File: src/rtl/daes_key_sched_if.sv
// Handshake bundle between the AES-128 key schedule and its neighbours.
// Carries the key-load handshake, the round-key stream, restart and busy.
// slave: the key schedule block; master: the key source / round-key consumer.
interface daes_key_sched_if;
  logic [127:0] keyin;
  logic         key_valid;
  logic         key_ready;
  logic [127:0] rk_out;
  logic [3:0]   rk_round;
  logic         rk_valid;
  logic         rk_ready;
  logic         restart;
  logic         busy;

  modport slave (
    input  keyin, key_valid, rk_ready, restart,
    output key_ready, rk_out, rk_round, rk_valid, busy
  );

  modport master (
    output keyin, key_valid, rk_ready, restart,
    input  key_ready, rk_out, rk_round, rk_valid, busy
  );
endinterface

File: src/rtl/daes_key_sched.sv
// Purpose: iterative AES-128 key expansion, streams rk[10]..rk[0] for the daes decrypt core.
// Latency: key accept to first round key 10 cycles; 11 beats per stream, replayable via restart.
// Backpressure: rk_out/rk_round held while rk_ready=0; key_ready only in IDLE, new keys wait.
// Ports: clk, rst_n (async active-low), bus (daes_key_sched_if.slave: key in, round keys out,
//        restart, busy).

// Combinational AES forward S-box, one byte.
module daes_key_sched_sbox (
  input  logic [7:0] a,
  output logic [7:0] y
);
  // Entry 0 sits in the top byte; entry i at bits [(255-i)*8 +: 8].
  localparam logic [2047:0] SBOX_TBL = {
    128'h637c777bf26b6fc53001672bfed7ab76, 128'hca82c97dfa5947f0add4a2af9ca472c0,
    128'hb7fd9326363ff7cc34a5e5f171d83115, 128'h04c723c31896059a071280e2eb27b275,
    128'h09832c1a1b6e5aa0523bd6b329e32f84, 128'h53d100ed20fcb15b6acbbe394a4c58cf,
    128'hd0efaafb434d338545f9027f503c9fa8, 128'h51a3408f929d38f5bcb6da2110fff3d2,
    128'hcd0c13ec5f974417c4a77e3d645d1973, 128'h60814fdc222a908846eeb814de5e0bdb,
    128'he0323a0a4906245cc2d3ac629195e479, 128'he7c8376d8dd54ea96c56f4ea657aae08,
    128'hba78252e1ca6b4c6e8dd741f4bbd8b8a, 128'h703eb5664803f60e613557b986c11d9e,
    128'he1f8981169d98e949b1e87e9ce5528df, 128'h8ca1890dbfe6426841992d0fb054bb16
  };

  assign y = SBOX_TBL[{~a, 3'b000} +: 8];
endmodule

module daes_key_sched (
  input  logic             clk,
  input  logic             rst_n,
  daes_key_sched_if.slave  bus
);
  localparam logic [1:0] ST_IDLE   = 2'd0;
  localparam logic [1:0] ST_EXPAND = 2'd1;
  localparam logic [1:0] ST_STREAM = 2'd2;

  logic [1:0]   state;
  logic [3:0]   idx;
  logic [127:0] rk [0:10];

  logic [127:0] prev_rk;
  logic [127:0] cur_rk;
  logic [127:0] next_rk;
  logic [7:0]   rcon;
  logic [31:0]  rot_w;
  logic [31:0]  sub_w;
  logic [31:0]  t_w;
  logic [31:0]  w0_n;
  logic [31:0]  w1_n;
  logic [31:0]  w2_n;
  logic [31:0]  w3_n;

  // prev_rk feeds the expansion (rk[idx-1]); cur_rk feeds the stream (rk[idx]).
  always_comb begin
    prev_rk = '0;
    cur_rk  = '0;
    for (int i = 0; i < 11; i++) begin
      if (idx == 4'(i + 1)) prev_rk = rk[i];
      if (idx == 4'(i))     cur_rk  = rk[i];
    end
  end

  // Round constant looked up by round index rather than carried in a shift register.
  always_comb begin
    case (idx)
      4'd1:    rcon = 8'h01;
      4'd2:    rcon = 8'h02;
      4'd3:    rcon = 8'h04;
      4'd4:    rcon = 8'h08;
      4'd5:    rcon = 8'h10;
      4'd6:    rcon = 8'h20;
      4'd7:    rcon = 8'h40;
      4'd8:    rcon = 8'h80;
      4'd9:    rcon = 8'h1b;
      4'd10:   rcon = 8'h36;
      default: rcon = 8'h00;
    endcase
  end

  // RotWord on w3 (the low word), then SubWord through four byte S-boxes.
  assign rot_w = {prev_rk[23:0], prev_rk[31:24]};

  for (genvar g = 0; g < 4; g++) begin : g_sbox
    daes_key_sched_sbox u_sbox (
      .a (rot_w[8*g +: 8]),
      .y (sub_w[8*g +: 8])
    );
  end

  assign t_w     = sub_w ^ {rcon, 24'h0};
  assign w0_n    = prev_rk[127:96] ^ t_w;
  assign w1_n    = prev_rk[95:64]  ^ w0_n;
  assign w2_n    = prev_rk[63:32]  ^ w1_n;
  assign w3_n    = prev_rk[31:0]   ^ w2_n;
  assign next_rk = {w0_n, w1_n, w2_n, w3_n};

  always_ff @(posedge clk or negedge rst_n) begin
    if (!rst_n) begin
      state <= ST_IDLE;
      idx   <= 4'd0;
      for (int i = 0; i < 11; i++) rk[i] <= '0;
    end else begin
      case (state)
        ST_IDLE: begin
          if (bus.key_valid) begin
            rk[0] <= bus.keyin;
            idx   <= 4'd1;
            state <= ST_EXPAND;
          end
        end
        ST_EXPAND: begin
          for (int i = 1; i < 11; i++) begin
            if (idx == 4'(i)) rk[i] <= next_rk;
          end
          if (idx == 4'd10) begin
            state <= ST_STREAM;
          end else begin
            idx <= idx + 4'd1;
          end
        end
        ST_STREAM: begin
          // restart wins over a same-cycle rk_ready, so round 0 is never retired then.
          if (bus.restart) begin
            idx <= 4'd10;
          end else if (bus.rk_ready) begin
            if (idx == 4'd0) state <= ST_IDLE;
            else             idx   <= idx - 4'd1;
          end
        end
        default: begin
          state <= ST_IDLE;
          idx   <= 4'd0;
        end
      endcase
    end
  end

  // All outputs decode registered state only.
  assign bus.key_ready = (state == ST_IDLE);
  assign bus.busy      = (state == ST_EXPAND) || (state == ST_STREAM);
  assign bus.rk_valid  = (state == ST_STREAM);
  assign bus.rk_out    = bus.rk_valid ? cur_rk : '0;
  assign bus.rk_round  = bus.rk_valid ? idx : 4'd0;
endmodule

File: src/flat_wrapper.sv
// flat-port wrapper written by rule: the top's interface ports become plain ports
module daes_key_sched_flat 
  (clk, rst_n, bus_keyin, bus_key_valid, bus_rk_ready, bus_restart, bus_key_ready, bus_rk_out, bus_rk_round, bus_rk_valid, bus_busy);
  daes_key_sched_if bus_i ();
  input  logic clk;
  input  logic rst_n;
  input wire logic [$bits(bus_i.keyin)-1:0] bus_keyin;
  input wire logic [$bits(bus_i.key_valid)-1:0] bus_key_valid;
  input wire logic [$bits(bus_i.rk_ready)-1:0] bus_rk_ready;
  input wire logic [$bits(bus_i.restart)-1:0] bus_restart;
  output wire logic [$bits(bus_i.key_ready)-1:0] bus_key_ready;
  output wire logic [$bits(bus_i.rk_out)-1:0] bus_rk_out;
  output wire logic [$bits(bus_i.rk_round)-1:0] bus_rk_round;
  output wire logic [$bits(bus_i.rk_valid)-1:0] bus_rk_valid;
  output wire logic [$bits(bus_i.busy)-1:0] bus_busy;
  assign bus_i.keyin = bus_keyin;
  assign bus_i.key_valid = bus_key_valid;
  assign bus_i.rk_ready = bus_rk_ready;
  assign bus_i.restart = bus_restart;
  assign bus_key_ready = bus_i.key_ready;
  assign bus_rk_out = bus_i.rk_out;
  assign bus_rk_round = bus_i.rk_round;
  assign bus_rk_valid = bus_i.rk_valid;
  assign bus_busy = bus_i.busy;
  daes_key_sched u_core (.clk(clk), .rst_n(rst_n), .bus(bus_i));
endmodule
File: config.mk
export PLATFORM = sky130hd
export DESIGN_NAME = daes_key_sched_flat
export DESIGN_NICKNAME = d
export VERILOG_FILES = /design/src/rtl/daes_key_sched_if.sv /design/src/rtl/daes_key_sched.sv /design/src/flat_wrapper.sv
export SDC_FILE = /design/constraint.sdc
export NUM_CORES = 2
export LEC_CHECK = 0
export ABC_AREA = 1
export CAP_MARGIN = 20
export CORE_ASPECT_RATIO = 0.8
export CORE_MARGIN = 2
export CORE_UTILIZATION = 40
export CTS_CLUSTER_SIZE = 20
export DETAILED_ROUTE_END_ITERATION = 16
export PLACE_DENSITY = 0.56
export SETUP_SLACK_MARGIN = 0.3
export SYNTH_ARGS = -nofsm -noshare
export SYNTH_HDL_FRONTEND = slang
export SYNTH_SLANG_ARGS = --single-unit
File: constraint.sdc
create_clock -name clk -period 5.8 [get_ports clk]
set_input_delay 0.58 -clock clk [delete_from_list [all_inputs] [get_ports clk]]
set_output_delay 0.58 -clock clk [all_outputs]
set_load 0.005 [all_outputs]
# == After elaboration in Yosys (flattened, before gate mapping) ==
# Memory sizes are Yosys's and may differ from the RTL's.
# Cells that the tools add are included.
# Widths: inputs -> output; s select.
# word_totals
mem_count,1
latch_bits,0
mem_bits_ro,128
ff_bits,1414
output_inout_bits,135
inputBits,133
ramBits,0
# mem_list
memory,words,word_bits,read_ports,rd_ports_with_merged_regs,wr,line_no,rtl
(name not given),16,8,1,0,0,daes_key_sched.sv:64,case (idx)
# classes
n_addsub,2
n_shift,4
n_div,0
n_reduce_logical,16
n_eq_ne,21
bitwise,9
multipliers,0
n_lt_le_gt_ge,0
n_mux,36
# op_table
op,n
$shiftx 2048x12->8 const A,4
$mux 128,23
$xor 32x32->32,5
$not 8->8,4
$mux 4,6
$reduce_and 2->1,11
$eq 4x3->1 const B,4
$eq 4x4->1 const B,4
$pmux 4 s3,1
$mux 2,5
$ne 2x2->1 const B,5
$eq 4x2->1 const B,2
$ne 3x3->1 const B,2
$pmux 2 s3,1
$reduce_and 5->1,1
$add 4x1->4 const B,1
$eq 4x1->1 const B,1
$logic_not 4->1,1
$reduce_and 4->1,1
$sub 4x1->4 const B,1
$eq 2x1->1 const B,1
$eq 2x2->1 const B,1
$logic_not 2->1,1
$ne 2x1->1 const B,1
$logic_or 1x1->1,1

# == Logic depth before layout (Yosys ltp) ==
# depth
word_depth,19
mapped_depth,38
depth_no_buf,38

# == Modules after synthesis ==
# Synthesis repeated with hierarchy kept, for this count alone.
# hier_totals
hier_cells,14180
hier_area_um2,93148.1
# modules_own_cells
mod,cells_each,area_each_um2,instances,seq_area_each_um2
daes_key_sched,11676,81501.9,1,35383.9
daes_key_sched_sbox,626,2911.5,4,0.0

# == Least setup slack after synthesis ==
# No wires, ideal clock.
# synth_path
path_kind,register to register
start,register u_core.idx[1]
end,register u_core.rk[178] (netlist name)
stages_incl_launch_ff,35
setup_time_ns,0.135
t_required_ns,5.665
path_slack_ns,1.718
arrival_time_ns,3.947
path_cell_list,dfrtp_1 > inv_1 > ha_1 > buf_2 > clkbuf_1 > nand4_1 > nand2_1 > nand2_1 > nand3_1 > nand2_1 > nand2_1 > nand2_1 > nand2_1 > nand2_1 > nand2_1 > nand2_1 > nand2_4 > inv_2 > ha_1 > inv_1 > nand3_1 > nand2_1 > inv_1 > nand2_1 > a21oi_1 > nand2_1 > nand3_1 > nand3_1 > nand3_1 > nand2_1 > nand2_1 > nand3_1 > nand2_1 > buf_2 > o21ai_1
# synth_via
elab_chain_len,18
elab_cells_between_ends,29
cone_classes,eq/ne: 11; shift: 1; mux: 11; bitwise: 5; reduce/logical: 1
# synth_lines
item,line_no,rtl
"start, declared",daes_key_sched.sv:37,logic [3:0] idx;
"start signal, assigned",daes_key_sched.sv:117,idx <= idx + 4'd1;
"start signal, assigned",daes_key_sched.sv:126,else idx <= idx - 4'd1;
$eq 4x1->1,daes_key_sched.sv:57,if (idx == 4'(i + 1)) prev_rk = rk[i];
$mux 128 (11 in a row),daes_key_sched.sv:57,
$not 8->8,daes_key_sched.sv:24,"assign y = SBOX_TBL[{~a, 3'b000} +: 8];"
$shiftx 2048x12->8,daes_key_sched.sv:24,
$xor 32x32->32,daes_key_sched.sv:89,"assign t_w = sub_w ^ {rcon, 24'h0};"
$xor 32x32->32,daes_key_sched.sv:90,assign w0_n = prev_rk[127:96] ^ t_w;
$xor 32x32->32,daes_key_sched.sv:91,assign w1_n = prev_rk[95:64] ^ w0_n;
$xor 32x32->32,daes_key_sched.sv:92,assign w2_n = prev_rk[63:32] ^ w1_n;
"end signal, assigned by index",daes_key_sched.sv:112,if (idx == 4'(i)) rk[i] <= next_rk;
"end, declared",daes_key_sched.sv:38,logic [127:0] rk [0:10];
# Parallel ways exist; a longest one is shown, timed or not.
# A chain may end at the register's enable or synchronous reset.

# == Final worst setup path ==
# layout_path
start,register u_core.idx[0]
end,output port bus_rk_out[63]
# layout_via
elab_chain_len,13
elab_cells_between_ends,23
cone_classes,eq/ne: 10; mux: 12; reduce/logical: 1
# layout_lines
item,line_no,rtl
$logic_not 4->1,daes_key_sched.sv:58,if (idx == 4'(i)) cur_rk = rk[i];
$mux 128 (10 in a row),daes_key_sched.sv:58,
$mux 128 (*),daes_key_sched.sv:58,
$mux 128 (*),daes_key_sched.sv:141,assign bus.rk_out = bus.rk_valid ? cur_rk : '0;
"end, declared",flat_wrapper.sv:12,output wire logic [$bits(bus_i.rk_out)-1:0] bus_rk_out;
# Every way passes the cells marked *; elsewhere a longest branch is shown, timed or not.

==> summary.txt <==
Status
  • Status: completed

Final layout
  • Nets@finish: 14097
  • Area Overhead vs Synth: 20.2%
  • Layout cells sized above 1: 0.128
  • FILL cells: 22901
  • Commonest non-fill, non-tap cells in the layout: nand2_1 (3780), nand3_1 (1867), o21ai_0 (1769), dfrtp_1 (1412), inv_1 (981)
  • Commonest non-fill, non-tap cell in the layout: nand2_1

Logic synthesis
  • Cell accounting for the most synthesized area: dfrtp_1
  • Post-synth EDFFs: 0
  • Synth area leaders: dfrtp_1 (38%), nand2_1 (16%), nand3_1 (10%)
  • Compound-cell area share of the yosys netlist: 0.208
  • Synth Flop Type: dfrtp_1
  • Distinct cells, synth: 52
  • Main combinational cell family by area after synthesis: simple AND/OR/NAND/NOR gates
  • Xor/xnor cell area share of the yosys netlist: 0
  • Syn Nets: 13666
  • Syn avg cell area: slightly below 7 sq um
  • Synth Cell Area: 92300 sq um
  • Seq/Total Area, Yosys: 0.384
  • Post-synthesis cell count: 13467
  • Yosys reg bits: 1414
  • Area share of and/or/nand/nor cells after synthesis: 0.300
  • Post-Synth Adder-Cell Area: 0.00895
  • Mux contribution to synthesized area: 0.00317
  • Synth warn: 0
  • Synth top area share: 0.384
  • Asr flop ratio synth: 1.00

Timing
  • Max-slew violation count: 0
  • Fin crit period: 5700 ps
  • Slew headroom: 0.135
  • RSZ-0062 raised after global routing: yes
  • Fin crit share: 0.982
  • Fin worst setup slack: 102 ps
  • Clock skew: 90.0 ps
  • Slew @ Worst Pin: between 1000 and 1500 ps
  • Max frequency: 0.175 GHz
  • Final setup vio count: 0
  • Final hold viol count: 0

Critical path
  • Startpoint types: flip-flop
  • Critical Path RT: 5220 ps
  • Slowest cell delay on critical path: 670 ps
  • Crit path kind: reg -> out
  • Worst Path Arrival: between 5000 and 6000 ps
  • Crit path top cell by count: buf_4
  • Critical path fanouts, max: 81
  • Setup crit end kind: primary output
  • Crit-path slowest cell: a211oi_4
  • CP cell instances: buf_4, ha_2, nand3_4, buf_4, buf_4, buf_4, buf_12, o21ai_0, a21oi_1, o221ai_1, a21oi_1, a211oi_4, clkdlybuf4s50_1

Die
  • Initial core utilization: 0.403
  • # IOs: 268
  • Chip Height: around 430 um
  • Die ar.: 235000 sq um
  • Die Wd: 541 um
  • Core region area: roughly 230000 sq um
  • Row cnt: about 160

Global routing
  • Initial antenna violation count: 38
  • First-pass GRT wire length: ~740000 um
  • Pin count of the biggest net entering global routing: 168
  • Gr ovfl total: 0
  • Number of global-route vias before repair: 96372
  • Gr usage total: 0.441

Placement
  • Final GP Congestion: between 1 and 1.5
  • Final HPWL DP: 367000 um
  • Place WS: -38.6 ps
  • I/O Buffers: 267

Route
  • Drc violations: 0
  • Vias: 106386
  • Post-route ant nets: 0
  • WL final: 535000 um
  • Initial drt markers: 16732
  • Drt wl/cell: approximately 31 um
  • DR vias/cell: 6.24
  • Pre-Repair DR Iteration Count: 10

Clock network
  • Clock tree buffer depth: 4
  • H-tree depth: 4
  • CTS Buf Count: about 170
  • CTS tree: done
  • Root buffer cell: clkbuf_16
  • Clock Pin Slew Worst Setup and Hold Paths: 60 ps
  • Clk sinks: 1414
  • Later-pin clock latency in the skew report: 860 ps

Min path
  • Worst hold path type: in -> reg

Flow run
  • Maxcap violations: 0
[layer usage]
metal | track usage | vias to the layer above | wire [um] | share of wire
li1 | - | 46197 | - | -
met1 | 0.610 | 51498 | 220000 | 0.41
met2 | 0.586 | 7421 | 205000 | 0.38
met3 | 0.179 | 1246 | 79400 | 0.15
met4 | 0.216 | 24 | 30300 | 0.057
met5 | 0 | - | 220 | 0.00041
[flip-flops by register name, summed over array words and instances, names as in the netlist]
name	cells
u_core.rk	1408
u_core.state	2
u_core.idx	4
[cell families (layout without fill, tap and decap cells)]
family / after synthesis / count (layout)
and+or+nand+nor: 6495 / 6497
AOI/OAI and AO/OA: 3322 / 3322
buffers and inverters: 2144 / 2689
DFF: 1414 / 1414
adders and majority gates: 66 / 66
muxes: 26 / 26
other: 0 / 14
[synth_stat cells, types with 5 or more instances]
cell type	number
a22oi_1	40
inv_1	995
nor2_1	536
o311ai_0	37
ha_1	66
a21oi_1	469
o221ai_1	184
buf_1	54
clkbuf_1	715
nand2_2	46
or2_2	11
a211oi_1	104
buf_2	225
nand2_1	3815
nor2_4	10
nand2_4	9
nand4_1	42
o21a_1	8
o21ai_0	1782
nand3_2	64
mux2_2	26
dfrtp_1	1414
buf_6	18
nand3b_1	16
o211ai_1	320
o22ai_1	48
or2_0	5
a31oi_1	65
o2111ai_1	46
inv_2	33
o21ai_1	161
buf_4	99
a21oi_2	5
nand3_1	1929
o21ai_2	29
[repair_timing]
item,4_1_cts,5_1_grt
hold endpoints to repair,117,0
hold buffers,1,0
buffers inserted,13,31
pin swaps,10,40
gates cloned,4,4
endpoints found under the setup margin,300,834
resized for setup,77,240
[worst max-delay path: cells and delay by family (launching register included)]
kind	cells	cell delay, ps
flops	1	410
fa+ha+maj	1	210
buf+inv	6	1570
compound gates	5	1700
simple gates	1	230
[stage by stage]
stage / TNS [ps] / cell area, sq um / hold WS (ps) / cells / util
2_1_floorplan: 0 / 92300 / 284 / 13467 / -
3_3_place_gp: -1210 / 104000 / 462 / 16693 / 0.453
3_5_place_dp: -155 / 104000 / 465 / 16693 / 0.453
4_1_cts: 0 / 110000 / 264 / 16994 / 0.478
5_1_grt: 0 / 111000 / 308 / 17038 / 0.484
6_report: 0 / 111000 / 299 / 17049 / 0.484
[final cells by class]
cell class,count,area (sq um),area share
diodes,14,35.0,0.000316
multi-input cells,9911,49200,0.444
repair inverters,1,8.76,0.0000789
clock buffers,250,4930,0.0444
well taps,3021,3780,0.0341
clock inverters,33,410,0.00370
inverters,1032,4010,0.0361
flip-flops and latches,1414,35400,0.319
repair buffers,1373,13200,0.119
[path summary, 6_finish.rpt]
path	end	cells after the start	slack (ps)	from
worst min register to register	u_core.rk[1037]	2	480	u_core.rk[1037]
min in group asynchronous	u_core.rk[1099]	2	350	rst_n
worst min-delay path	u_core.rk[1367]	3	300	bus_keyin[87]
max in group asynchronous	u_core.rk[138]	3	3660	rst_n
worst max register to register	u_core.rk[265]	36	270	u_core.idx[0]
worst max-delay path	bus_rk_out[63]	13	100	u_core.idx[0]
Power is left out: the tool's default activity adds up to more than one toggle a clock period on the data nets, which glitch-free logic cannot reach.
